<file path="src/rtl/pht_port_sched.sv">
// Single-port scheduler for the gshare pattern-history/target table.
// Clears the table after reset, then arbitrates lookups against buffered updates.
module pht_port_sched #(
    parameter int HISTORY_SIZE = 4,
    parameter int UBUF_DEPTH = 4,
    parameter int STARVE_LIMIT = 8,
    parameter logic [1:0] INIT_STATE = 2'b01
) (
    input  logic clk_i,
    input  logic reset_ni,
    input  logic lookup_valid_i,
    input  logic [HISTORY_SIZE-1:0] lookup_idx_i,
    output logic lookup_ready_o,
    output logic pred_valid_o,
    output logic pred_taken_o,
    output logic [31:0] pred_target_o,
    input  logic upd_valid_i,
    input  logic [HISTORY_SIZE-1:0] upd_idx_i,
    input  logic upd_taken_i,
    input  logic [31:0] upd_target_i,
    output logic upd_ready_o,
    output logic clear_busy_o,
    output logic tbl_en_o,
    output logic tbl_we_o,
    output logic [HISTORY_SIZE-1:0] tbl_addr_o,
    output logic [33:0] tbl_wdata_o,
    input  logic [33:0] tbl_rdata_i
);

    localparam int PW = (UBUF_DEPTH > 1) ? $clog2(UBUF_DEPTH) : 1;
    localparam int CW = PW + 1;
    localparam int SW = $clog2(STARVE_LIMIT + 1);
    localparam logic [CW-1:0] FULL_CNT = CW'(UBUF_DEPTH);
    localparam logic [SW-1:0] STARVE_MAX = SW'(STARVE_LIMIT);
    localparam logic [HISTORY_SIZE-1:0] LAST_IDX = '1;

    typedef enum logic [1:0] {
        CLEAR,
        IDLE,
        UPD_WR
    } state_t;

    state_t state, next_state;

    logic [HISTORY_SIZE-1:0] clear_idx;
    logic [SW-1:0] starve_cnt;

    logic [HISTORY_SIZE-1:0] fifo_idx [UBUF_DEPTH];
    logic fifo_taken [UBUF_DEPTH];
    logic [31:0] fifo_target [UBUF_DEPTH];
    logic [PW-1:0] wr_ptr, rd_ptr;
    logic [CW-1:0] count;

    logic [HISTORY_SIZE-1:0] held_idx;
    logic held_taken;
    logic [31:0] held_target;

    logic full, empty, force_upd, push, pop, grant_lk;
    logic en, we;
    logic [HISTORY_SIZE-1:0] addr;
    logic [33:0] wdata;
    logic [1:0] ctr, ctr_next;
    logic pred_valid_q;

    assign full = (count == FULL_CNT);
    assign empty = (count == '0);
    assign force_upd = full || (starve_cnt == STARVE_MAX && !empty);
    assign push = upd_valid_i && !full;

    assign ctr = tbl_rdata_i[33:32];

    always_comb begin
        ctr_next = ctr;
        if (held_taken) begin
            if (ctr != 2'b11) ctr_next = ctr + 2'b01;
        end else begin
            if (ctr != 2'b00) ctr_next = ctr - 2'b01;
        end
    end

    always_comb begin
        next_state = state;
        en = 1'b0;
        we = 1'b0;
        addr = '0;
        wdata = '0;
        pop = 1'b0;
        grant_lk = 1'b0;
        unique case (state)
            CLEAR: begin
                en = 1'b1;
                we = 1'b1;
                addr = clear_idx;
                wdata = {INIT_STATE, 32'h0};
                if (clear_idx == LAST_IDX) next_state = IDLE;
            end
            IDLE: begin
                if (force_upd) begin
                    pop = 1'b1;
                end else if (lookup_valid_i) begin
                    grant_lk = 1'b1;
                end else if (!empty) begin
                    pop = 1'b1;
                end
                if (pop) begin
                    en = 1'b1;
                    addr = fifo_idx[rd_ptr];
                    next_state = UPD_WR;
                end else if (grant_lk) begin
                    en = 1'b1;
                    addr = lookup_idx_i;
                end
            end
            UPD_WR: begin
                en = 1'b1;
                we = 1'b1;
                addr = held_idx;
                // Not-taken keeps the stored target; only taken refreshes it.
                wdata = {ctr_next,
                         held_taken ? held_target : tbl_rdata_i[31:0]};
                next_state = IDLE;
            end
            default: next_state = CLEAR;
        endcase
    end

    always_ff @(posedge clk_i or negedge reset_ni) begin
        if (!reset_ni) begin
            state <= CLEAR;
            clear_idx <= '0;
        end else begin
            state <= next_state;
            if (state == CLEAR) clear_idx <= clear_idx + 1'b1;
        end
    end

    always_ff @(posedge clk_i or negedge reset_ni) begin
        if (!reset_ni) begin
            wr_ptr <= '0;
            rd_ptr <= '0;
            count <= '0;
        end else begin
            if (push) wr_ptr <= wr_ptr + 1'b1;
            if (pop) rd_ptr <= rd_ptr + 1'b1;
            if (push && !pop) count <= count + 1'b1;
            else if (pop && !push) count <= count - 1'b1;
        end
    end

    always_ff @(posedge clk_i or negedge reset_ni) begin
        if (!reset_ni) begin
            for (int i = 0; i < UBUF_DEPTH; i++) begin
                fifo_idx[i] <= '0;
                fifo_taken[i] <= 1'b0;
                fifo_target[i] <= '0;
            end
        end else if (push) begin
            fifo_idx[wr_ptr] <= upd_idx_i;
            fifo_taken[wr_ptr] <= upd_taken_i;
            fifo_target[wr_ptr] <= upd_target_i;
        end
    end

    always_ff @(posedge clk_i or negedge reset_ni) begin
        if (!reset_ni) begin
            held_idx <= '0;
            held_taken <= 1'b0;
            held_target <= '0;
        end else if (pop) begin
            held_idx <= fifo_idx[rd_ptr];
            held_taken <= fifo_taken[rd_ptr];
            held_target <= fifo_target[rd_ptr];
        end
    end

    // Counts lookups that overtook a waiting update.
    always_ff @(posedge clk_i or negedge reset_ni) begin
        if (!reset_ni) begin
            starve_cnt <= '0;
        end else if (pop || empty) begin
            starve_cnt <= '0;
        end else if (grant_lk && starve_cnt != STARVE_MAX) begin
            starve_cnt <= starve_cnt + 1'b1;
        end
    end

    always_ff @(posedge clk_i or negedge reset_ni) begin
        if (!reset_ni) pred_valid_q <= 1'b0;
        else pred_valid_q <= grant_lk;
    end

    assign pred_valid_o = pred_valid_q;
    assign pred_taken_o = pred_valid_q & tbl_rdata_i[33];
    assign pred_target_o = pred_valid_q ? tbl_rdata_i[31:0] : 32'h0;

    // Port outputs are held quiet for as long as reset is asserted.
    assign tbl_en_o = en & reset_ni;
    assign tbl_we_o = we & reset_ni;
    assign tbl_addr_o = reset_ni ? addr : '0;
    assign tbl_wdata_o = reset_ni ? wdata : '0;

    assign lookup_ready_o = reset_ni && state == IDLE && !force_upd;
    assign upd_ready_o = reset_ni && !full;
    assign clear_busy_o = (state == CLEAR);

endmodule

</file>
<file path="config.mk">
export PLATFORM = sky130hd
export DESIGN_NAME = pht_port_sched
export DESIGN_NICKNAME = d
export VERILOG_FILES = /design/src/rtl/pht_port_sched.sv
export SDC_FILE = /design/constraint.sdc
export NUM_CORES = 1
export LEC_CHECK = 0
export CAP_MARGIN = 20
export CORE_MARGIN = 10
export CORE_UTILIZATION = 45
export DETAILED_ROUTE_END_ITERATION = 6
export PLACE_DENSITY = 0.71
export SLEW_MARGIN = 20
export SYNTH_ARGS = -nofsm -noshare
export SYNTH_HDL_FRONTEND = slang
export SYNTH_SLANG_ARGS = --single-unit
</file>
<file path="constraint.sdc">
create_clock -name clk_i -period 2.5 [get_ports clk_i]
set_clock_uncertainty 0.15 [all_clocks]
set_input_delay 0.375 -clock clk_i [delete_from_list [all_inputs] [get_ports clk_i]]
set_output_delay 0.375 -clock clk_i [all_outputs]
set_load 0.01 [all_outputs]
</file>
Yosys cells after proc, flatten, opt, wreduce, memory -nomap -nowiden
Index checks and enable logic that the tools add are counted.
Storage, ports and cells
  output and inout port bits: 77
  register bits: 203
  word-level logic and storage cells: 119
  input bits: 79
Operators by class
  add/subtract/negate cells: 8
  mux-type cells: 49
  reductions and logical operators: 23
  bitwise gates (word level): 5
  order comparisons: 3
  equality and inequality tests: 9
Operator list (count)
  two-way mux 32 bit: 5
  bitwise mux 128 bit: 1
  one-hot mux 34 bit (2 select lines): 1
  binary-select mux 32 bit (select 2 bit): 1
  demux 32 bit (select 2 bit): 1
  two-way mux 34 bit: 1
  two-way mux 4 bit: 8
  bitwise mux 16 bit: 1
  two-way mux 1 bit: 15
  one-hot mux 4 bit (3 select lines): 1
  two-way mux 2 bit: 5
  logical AND 1 bit: 9
  adder 4 x 1 -> 4 bit, second input constant: 2
  binary-select mux 4 bit (select 2 bit): 1
  demux 4 bit (select 2 bit): 1
  == test 4 bit, second input constant: 2
  adder 2 x 1 -> 2 bit, second input constant: 3
  greater-or-equal comparator 3 bit, second input constant: 2
  two-way mux 3 bit: 2
  NOT 2 -> 3 bit: 2
  one-hot mux 2 bit (3 select lines): 1
  nonzero test 2 bit: 3
  logical NOT 1 bit: 5
  bitwise mux 4 bit: 1
  other kinds (19): 23

Depth between registers and ports, before layout
  depth after elaboration: 10
  gate-level depth with buffers: 12
  mapped depth without buffers: 10

Worst setup path before layout
Ideal clock, no wire load.
  kind: reg2reg
  start point: register starve_cnt[0]
  end point: register count[2]
  setup time: 79 ps
  required time: 2271 ps
  clock period less this slack: 2622 ps
  setup slack: -122 ps
  stages on the path, launching flop included: 13
  buffers on the path: 2
  data arrival time: 2393 ps
  cell sequence: dfrtp_1 -> inv_1 -> ha_1 -> and3b_1 -> buf_2 -> o211ai_2 -> buf_6 -> ha_1 -> inv_1 -> fa_1 -> xor2_1 -> nor2_1 -> xor2_1
On the way
  word-level cells in the longest chain between the ends: 9
  elaborated cells on any way between the ends: 11
  those cells by class: 1 x eq/ne; 4 x mux; 6 x reduce/logical
RTL lines
  from (decl): line 46  | logic [SW-1:0] starve_cnt;
  from (signal assigned): line 183  | starve_cnt <= starve_cnt + 1'b1;
  == test 4 bit (*): line 67  | assign force_upd = full || (starve_cnt == STARVE_MAX && !empty);
  logical AND 1 bit (*): line 67
  logical OR 1 bit (*): line 67
  two-way mux 1 bit (*): line 98  | if (force_upd) begin
  two-way mux 1 bit (*) (2 in series): line 89  | unique case (state)
  logical NOT 1 bit: line 145  | if (push && !pop) count <= count + 1'b1;
  logical AND 1 bit: line 145
  two-way mux 3 bit / nonzero test 2 bit (equally long branches)
  to (signal assigned): line 145
  to (signal assigned): line 146  | else if (pop && !push) count <= count - 1'b1;
  to (decl): line 52  | logic [CW-1:0] count;
Every way passes the cells marked *; elsewhere a longest branch is shown, timed or not. The select of a mux whose other input is x is not followed.
A chain may end at the register's enable or synchronous reset.

Worst setup path in the final report
  start point: register starve_cnt[1]
  end point: output port tbl_addr_o[1]
On the way
  word-level cells in the longest chain between the ends: 9
  elaborated cells on any way between the ends: 11
  those cells by class: 1 x eq/ne; 8 x mux; 2 x reduce/logical
RTL lines
  == test 4 bit (*): line 67
  logical AND 1 bit (*): line 67
  logical OR 1 bit (*): line 67
  two-way mux 1 bit: line 98
  two-way mux 1 bit: line 89
  two-way mux 4 bit: line 109  | end else if (grant_lk) begin
  two-way mux 4 bit (*): line 105  | if (pop) begin
  one-hot mux 4 bit (3 select lines) (*): line 89
  two-way mux 4 bit (*): line 199  | assign tbl_addr_o = reset_ni ? addr : '0;
  to (decl): line 25  | output logic [HISTORY_SIZE-1:0] tbl_addr_o,
Marks and branches as above.

==> results.sh <==
export IMPL_ff_latch_area_um2=5090
export IMPL_r2r_cells=8
export IMPL_num_io_pins=156
export IMPL_p_int_mw=11.0
export IMPL_min_path_type="in -> async"
export IMPL_core_um2=21800
export IMPL_gr_total_overflow=0
export IMPL_yosysSeqAreaShare_pct=51.2
export IMPL_grt_max_degree=88
export IMPL_clk_latency_ps=500
export IMPL_crit_chain="inv_2, ha_4, and3b_2, o2111a_2, a221o_1, buf_2"
export IMPL_cts_buffers=22
export IMPL_ys_ff_latch=203
export IMPL_area_delta_synth_final_pct=29.0
export IMPL_report_final_slew_viol_count=0
export IMPL_switchingPower_mw=4.79
export IMPL_synth_flop_cell="dfrtp_1"
export IMPL_wl_per_cell_um=21.5
export IMPL_yosys_top_cells_area="dfrtp_1, mux2_2, mux4_2"
export IMPL_nets=934
export IMPL_layout_commonest_cell="dfrtp_1"
export IMPL_power_frac_seq_pct=38.1
export IMPL_root_buffer="clkbuf_16"
export IMPL_fmax_mhz=386
export IMPL_layout_common_cells="dfrtp_1, mux2_2, clkdlybuf4s50_1"
export IMPL_fin_hold_ws_ps=-57.7
export IMPL_synth_edf_count=0
export IMPL_yosysWarnings=0
export IMPL_swShare_pct=30.3
export IMPL_first_global_vias=7080
export IMPL_critPathSlowestCell="dfrtp_1"
export IMPL_worstPathBufferInverterCount=2
export IMPL_fin_crit_ps=2590
export IMPL_place_congestion=0.805
export IMPL_htreeDepth=1
export IMPL_synth_top_cell_by_area="dfrtp_1"
export IMPL_cts_tree="done"
export IMPL_antenna_found_initial=2
export IMPL_viasPerCell=5.42
export IMPL_drt_total_wl_um=24600
export IMPL_fill_cells=1717
export IMPL_ff2ff_setup_slack_ps=70
export IMPL_violations="hold timing, setup timing"
export IMPL_cp_end_kind="output pin"
export IMPL_tightest_slew_ps=784
export IMPL_power_density_nw_per_um2=1230
export IMPL_dp_hpwl_um=16500
export IMPL_die_h_um=168
export IMPL_path_class="reg -> out"
export IMPL_finalCritPeriodShare_pct=104
export IMPL_drt_pass1_iterations=4
export IMPL_drt_initial_drc_count=189
export IMPL_p_comb_share_pct=41.1
export IMPL_hold_viol=32
export IMPL_pwr_share_clk_pct=20.8
export IMPL_row_count=54
export IMPL_dr_total_vias=6186
export IMPL_synth_area_per_cell_um2=15.1
export IMPL_slew_limit_headroom_pct=47.7
export IMPL_arrival_ps=2070
export IMPL_postLayoutSetupSlackWorst_ps=-91.7
export IMPL_layout_drive_gt1_share_pct=40.8
export IMPL_cts_max_path_buffers=3
export IMPL_synthCells=658
export IMPL_vdd_ir_drop_max_uv=575
export IMPL_required_ps=1980
export IMPL_cap_violations=0
export IMPL_syn_nets=746
export IMPL_multi_input_comb_area_um2=4530
export IMPL_grtUsageTotal_pct=17.1
export IMPL_initial_core_util_pct=45.6
export IMPL_path_delay_family="compound AO/OA/AOI/OAI gates"
export IMPL_cpPeakStageDelay_ps=370
export IMPL_synth_top_area_share_pct=51.2
export IMPL_diodes=0
export IMPL_setup_viol=5
export IMPL_grt_pass1_wl_um=39500
export IMPL_r2r_start="starve_cnt[1]"
export IMPL_clkTransAtPathRegs_ps=60
export IMPL_rsz0062_at_grt="true"
export IMPL_dieArea_um2=28400
export IMPL_ys_async_sr_fraction_pct=100
export IMPL_ant_nets=0
export IMPL_portBuffers=155
export IMPL_route_detailed_drc=0
export IMPL_synth_cell_types=47
export IMPL_die_w_um=168
export IMPL_leakage_nw=5.66
export IMPL_status="finished with violations"
export IMPL_worst_setup_path_start_kind="flip-flop"
export IMPL_postLayoutCoreUtil_pct=58.8
export IMPL_r2r_end="held_target[6]"
export IMPL_cts_sink_count=203
export IMPL_path_max_fanout=4
export IMPL_syn_area_um2=9920
==> timing repair <==
item,CTS,global route
pin swaps,4,2
resized for setup,102,20
hold buffers,1,0
setup endpoints to repair,68,104
hold endpoints to repair,42,0
buffers inserted,3,4
gates cloned,1,0
==> area by class of cell <==
cell class / count / area share [%]
clock buffer: 36 / 5.50
clock inverter: 4 / 0.352
inverter: 12 / 0.352
multi-input combinational: 404 / 35.4
sequential: 203 / 39.8
tap: 280 / 2.74
timing repair buffer: 203 / 15.9
==> routing by layer <==
metal  global-route usage, %  vias to the layer above  routed length (µm)
met2                    30.2                      131               12700
met4                    4.43                        2                 427
met1                    20.8                     3258               10300
met3                    3.47                       33                1170
li1                        -                     2762                   -
met5                       0                        -                  12
==> logic make-up after synthesis <==
kind of cell,after synthesis,share of synthesized area [%]
XOR/XNOR,9,0.795
AND/OR/NAND/NOR,99,5.64
buffers and inverters,51,3.85
AO/OA/AOI/OAI,25,2.02
adder cells (fa/ha/maj),10,1.31
multiplexers,261,35.2
flip-flops,203,51.2
==> power groups by stage <==
stage | Sequential (mW) | Combinational (mW) | Clock [mW]
floorplan | 5.59 | 5.00 | 0
global placement | 5.91 | 6.16 | 0
detailed placement | 6.09 | 6.42 | 0
CTS | 6.02 | 6.53 | 3.36
global route | 6.21 | 7.00 | 3.51
finish | 6.02 | 6.49 | 3.29
==> worst max-delay path by stage <==
stage	from	end	slack (ps)	cells past startpoint
floorplan	starve_cnt[0]	count[2]	1	12
global placement	lookup_valid_i	tbl_addr_o[2]	-140	5
detailed placement	lookup_valid_i	tbl_addr_o[2]	-180	5
CTS	starve_cnt[1]	tbl_addr_o[0]	-100	6
global route	starve_cnt[1]	tbl_addr_o[3]	-140	6
finish	starve_cnt[1]	tbl_addr_o[1]	-90	6
==> sequential cells by signal, indices dropped and copies added, names as in the netlist <==
| name | flops |
|---|---|
| fifo_target | 128 |
| held_target | 32 |
| fifo_idx | 16 |
| clear_idx | 4 |
| fifo_taken | 4 |
| held_idx | 4 |
| starve_cnt | 4 |
| count | 3 |
| rd_ptr | 2 |
| state | 2 |
| wr_ptr | 2 |
| held_taken | 1 |
| pred_valid_o | 1 |
==> synth_stat cells (3+ instances only) <==
cell type	n
mux2_4	47
nand2_1	4
buf_2	5
mux4_2	37
a221o_1	4
dfrtp_1	203
ha_1	8
nor2_1	40
xnor2_1	6
buf_6	5
mux2_1	9
buf_4	3
a21oi_1	3
mux2_2	132
inv_1	12
a21o_1	3
mux2i_1	36
xor2_1	3
a32o_1	3
clkbuf_1	12
and2_1	35
nor3_1	3
nand3_4	4
o21ai_0	3
buf_8	12
==> through the flow <==
step / setup TNS, ps / power [mW] / instances / setup WS, ps / cell area [µm²]
6_report: -363 / 15.8 / 1142 / -91.7 / 12800
5_1_grt: -730 / 16.7 / 1142 / -139 / 12800
4_1_cts: -566 / 15.9 / 1138 / -104 / 12700
3_5_place_dp: -5050 / 12.5 / 1094 / -183 / 11900
3_3_place_gp: -3860 / 12.1 / 1094 / -145 / 11900
2_1_floorplan: 0 / 10.6 / 658 / 0.978 / 9940
Note: power is estimated with default switching activity, not from simulation.
